**src/rtl/gel_compare_ctrl_pkg.sv**
```systemverilog
// Shared GEL result codes and controller state encoding; also used by the
// GEL-to-segment decoder.
package gel_compare_ctrl_pkg;

    localparam logic [2:0] GEL_GT   = 3'b100;
    localparam logic [2:0] GEL_EQ   = 3'b010;
    localparam logic [2:0] GEL_LT   = 3'b001;
    localparam logic [2:0] GEL_NONE = 3'b000;

    typedef enum logic [1:0] {
        S_IDLE  = 2'd0,
        S_SHIFT = 2'd1,
        S_DONE  = 2'd2
    } state_t;

endpackage

```
**src/rtl/gel_compare_ctrl.sv**
```systemverilog
// Serial MSB-first magnitude comparator controller with start/busy/done handshake.
// Define COMPARE_SIGNED_EN to treat the operands as two's-complement.
module gel_compare_ctrl
    import gel_compare_ctrl_pkg::*;
#(
    parameter int unsigned WIDTH = 8
) (
    input  logic                     clk,
    input  logic                     reset,
    input  logic                     start,
    input  logic                     abort,
    input  logic [WIDTH-1:0]         a,
    input  logic [WIDTH-1:0]         b,
    output logic                     busy,
    output logic                     done,
    output logic [2:0]               gel,
    output logic [$clog2(WIDTH)-1:0] bit_idx
);

    localparam int unsigned IW = $clog2(WIDTH);
    localparam logic [IW-1:0] IDX_TOP = IW'(WIDTH - 1);

    state_t            state, state_nx;
    logic [WIDTH-1:0]  ra, rb;
    logic              bit_a, bit_b;
    logic              gt, lt, last;
    logic              accept;

    assign bit_a = ra[bit_idx];
    assign bit_b = rb[bit_idx];
    assign last  = (bit_idx == '0);

`ifdef COMPARE_SIGNED_EN
    // Sign bit carries inverted weight; lower bits compare as unsigned.
    always_comb begin
        gt = bit_a & ~bit_b;
        lt = ~bit_a & bit_b;
        if (bit_idx == IDX_TOP) begin
            gt = ~bit_a & bit_b;
            lt = bit_a & ~bit_b;
        end
    end
`else
    always_comb begin
        gt = bit_a & ~bit_b;
        lt = ~bit_a & bit_b;
    end
`endif

    assign accept = (state != S_SHIFT) && start && !abort;

    always_ff @(posedge clk) begin
        if (reset) begin
            state <= S_IDLE;
        end else begin
            state <= state_nx;
        end
    end

    always_comb begin
        state_nx = S_IDLE;
        case (state)
            S_IDLE, S_DONE: begin
                if (accept) begin
                    state_nx = S_SHIFT;
                end
            end
            S_SHIFT: begin
                if (abort) begin
                    state_nx = S_IDLE;
                end else if (gt || lt || last) begin
                    state_nx = S_DONE;
                end else begin
                    state_nx = S_SHIFT;
                end
            end
            default: state_nx = S_IDLE;
        endcase
    end

    always_comb begin
        busy = (state == S_SHIFT);
        done = (state == S_DONE);
    end

    always_ff @(posedge clk) begin
        if (reset) begin
            ra      <= '0;
            rb      <= '0;
            gel     <= GEL_NONE;
            bit_idx <= IDX_TOP;
        end else if (accept) begin
            ra      <= a;
            rb      <= b;
            bit_idx <= IDX_TOP;
        end else if (state == S_SHIFT && !abort) begin
            if (gt) begin
                gel <= GEL_GT;
            end else if (lt) begin
                gel <= GEL_LT;
            end else if (last) begin
                gel <= GEL_EQ;
            end else begin
                bit_idx <= bit_idx - 1'b1;
            end
        end
    end

endmodule

```
**config.mk**
```make
export PLATFORM = sky130hd
export DESIGN_NAME = gel_compare_ctrl
export DESIGN_NICKNAME = d
export VERILOG_FILES = /design/src/rtl/gel_compare_ctrl_pkg.sv /design/src/rtl/gel_compare_ctrl.sv
export SDC_FILE = /design/constraint.sdc
export NUM_CORES = 1
export LEC_CHECK = 0
export ABC_AREA = 1
export CAP_MARGIN = 20
export CORE_UTILIZATION = 34
export DETAILED_ROUTE_END_ITERATION = 10
export PLACE_DENSITY = 0.57
export REMOVE_ABC_BUFFERS = 1
export SYNTH_ARGS = -nofsm -noshare
export SYNTH_HDL_FRONTEND = slang
export SYNTH_SLANG_ARGS = --single-unit
```
**constraint.sdc**
```tcl
create_clock -name clk -period 1.49 [get_ports clk]
set_input_delay 0.447 -clock clk [delete_from_list [all_inputs] [get_ports clk]]
set_output_delay 0.447 -clock clk [all_outputs]
set_load 0.005 [all_outputs]
```
==> impl_metrics.yaml <==
status:
  status: "finished, violations left"
  violations: "negative setup slack"
yosys:
  yosys.cell_types.count: 16
  ys_seq_area_share_pct: 36.71
  synth_cells: 196
  synth_warnings: 0
  syn_avg_cell_area_um2: 6.677
  ys_seq_elements: 24
  synth_area_um2: 1309
worst_setup_path:
  slowest_stage: "dfxtp_4"
  start_kind: "register"
  crit_arrival_ns: 1.77
  critPathKind: "register to register"
  required_ns: 1.65
  critPathTopFamily: "simple AND/OR/NAND/NOR gates"
  worstPathCellList: "clkinvlp_4 -> nand3_2 -> nand2_1 -> nand2_1 -> nand2_2 -> ha_4 -> inv_2 -> nand2_2 -> nor2_4 -> nand2_2 -> nand2_2 -> nand3_2"
  cp.buffers_inverters: 2
  slowest_delay_ns: 0.40
  cpMostUsedCell: "nand2_2"
  end_kind: "register"
  cp_max_fo: 5
sta:
  setup_ws_ns: -0.1276
  setup_viol: 7
  period_share_pct: 108.6
  rsz0062_at_grt: "yes"
  tightest_slew_ns: 0.3290
  hold_viol: 0
  clock.fmax_mhz: 618.2
  finalMaxSlewViolations: 0
  fin_skew_ns: 0.004567
  period_minus_slack_ns: 1.618
  relSlewSlack_pct: 78.07
grt:
  grt_antenna_before_repair: 0
  overflow: 0
  grt_first_pass_wirelength_um: 5250
  grt_pass1_vias: 1168
  grt_max_degree: 20
  grt_util_all_layers_pct: 16.52
detailed_routing:
  wl_um: 3228
  drt_iter0_drc: 33
  drc: 0
  ant_nets: 0
  dr_total_vias: 1341
  wl_per_cell_um: 11.02
  vias_per_cell: 4.577
  first_pass_iters: 4
clocking:
  path_clk_slew_ns: 0.09
  cts_htree_levels: 1
  clk_latency_ns: 0.27
  cts_sinks: 24
  cts_hold_buf: 0
  ctsRootBufferMaster: "clkbuf_8"
  cts_tree: "yes"
  cts_buffers: 3
  clk_path_buf_depth: 2
floorplanning:
  die-area_um2: 4101
  num_rows: 22
  die-height_um: 64.04
  core_area_um2: 3689
  ios: 28
  start_util_pct: 35.48
  die_width_um: 64.04
cells_and_area:
  diodes: 0
  drive_gt1_share_pct: 31.43
  fillerInstances: 391
  layout_common_cells: "nand2_1, inv_1, nand3_1"
  nNetsFinal: 271
  area_growth_pct: 53.82
  final_common_cell: "nand2_1"
  final_core_util_pct: 54.58
placed_design:
  post-place-ws_ns: -0.1828
  io_buffers: 27
  gp_congestion: 0.8302
  dp_hpwl_um: 2257
power_and_ir_drop:
  pwr_density_cell_nw_per_um2: 817.1
  p_leak_nw: 0.8599
  vdd_drop_max_mv: 0.5450
min_path:
  holdCritPathClass: "register to register"
flow_run:
  cap_violations: 0
synth_stat cells:
library cell  instances  share of area, %
nand2_4               2               1.7
clkbuf_1              2              0.57
buf_6                 4               3.4
a21oi_1              20               7.6
buf_2                 1              0.38
nand3_1              36                14
o21ai_0               1              0.38
nor2_1                7               2.0
dfxtp_1              24                37
inv_2                 1              0.29
a21oi_2               1              0.67
nand2_1              59                17
nor2_4                2               1.7
inv_1                30               8.6
ha_1                  5               4.8
nor3_1                1              0.38
cell families (layout without fill, tap and decap cells):
group                      count (synthesis)  count (layout)  synth area share [%]
DFF                                       24              24                 36.71
buffers and inverters                     38              87                 13.29
and+or+nand+nor                          107             107                 36.52
adders and majority gates                  5               5                 4.780
AOI/OAI and AO/OA                         22              22                 8.700
worst register-to-register path, delay by kind of cell (launching register included):
kind                     cells  cell delay, ns
buffers and inverters        2            0.19
AND/OR/NAND/NOR              9            0.73
flip-flops                   1            0.40
adder cells (fa/ha/maj)      1            0.17
report_power, final:
part	switching [mW]	internal, mW
Clock	0.226	0.360
Combinational	0.186	0.191
Sequential	0.0161	0.667
timing repair:
| item | 4_1_cts | 5_1_grt |
|---|---|---|
| pin swaps | 2 | 18 |
| setup buffers | 1 | 2 |
| hold endpoints to repair | 0 | 0 |
| resized for setup | 32 | 34 |
| endpoints found under the setup margin | 16 | 12 |
final timing paths:
| kind | slack, ns | from | depth (start not counted) | to |
|---|---|---|---|---|
| max | -0.13 | bit_idx[1] | 12 | bit_idx[1] |
| min | 0.46 | gel[1] | 2 | gel[1] |
| max reg2reg | -0.13 | bit_idx[1] | 12 | bit_idx[1] |
| min reg2reg | 0.46 | gel[1] | 2 | gel[1] |
state kept, by name, summed over array words and instances, names as in the netlist:
signal	flops
bit_idx	3
gel	3
ra	8
rb	8
state	2
through the flow:
step	total power, mW	std cells	TNS, ns	area, um^2	hold WS [ns]
floorplan	0.8363	189	-1.358	1251	0.4349
global placement	1.001	286	-3.044	1759	0.4511
detailed placement	1.003	286	-3.036	1759	0.4536
CTS	1.612	291	-0.3170	1901	0.4637
global route	1.728	293	-1.314	2013	0.4864
finish	1.645	293	-0.5173	2013	0.4610
area by class of cell:
type | count | area [um^2] | area share, %
Sequential cell | 24 | 495.5 | 24.61
Clock buffer | 3 | 41.29 | 2.051
Inverter | 31 | 125.1 | 6.215
Multi-Input combinational cell | 134 | 790.8 | 39.28
Tap cell | 48 | 60.06 | 2.983
Timing Repair Buffer | 52 | 470.5 | 23.37
Clock inverter | 1 | 30.03 | 1.492
routing by layer:
layer | GRT usage (%) | part of all wire, % | routed length, um
met1 | 21.04 | 48 | 1560
met2 | 26.60 | 48 | 1545
met3 | 4.286 | 3.0 | 96
met4 | 5.966 | 0.81 | 26
met5 | 0 | 0 | 0
Power figures use the tool's default switching activity.
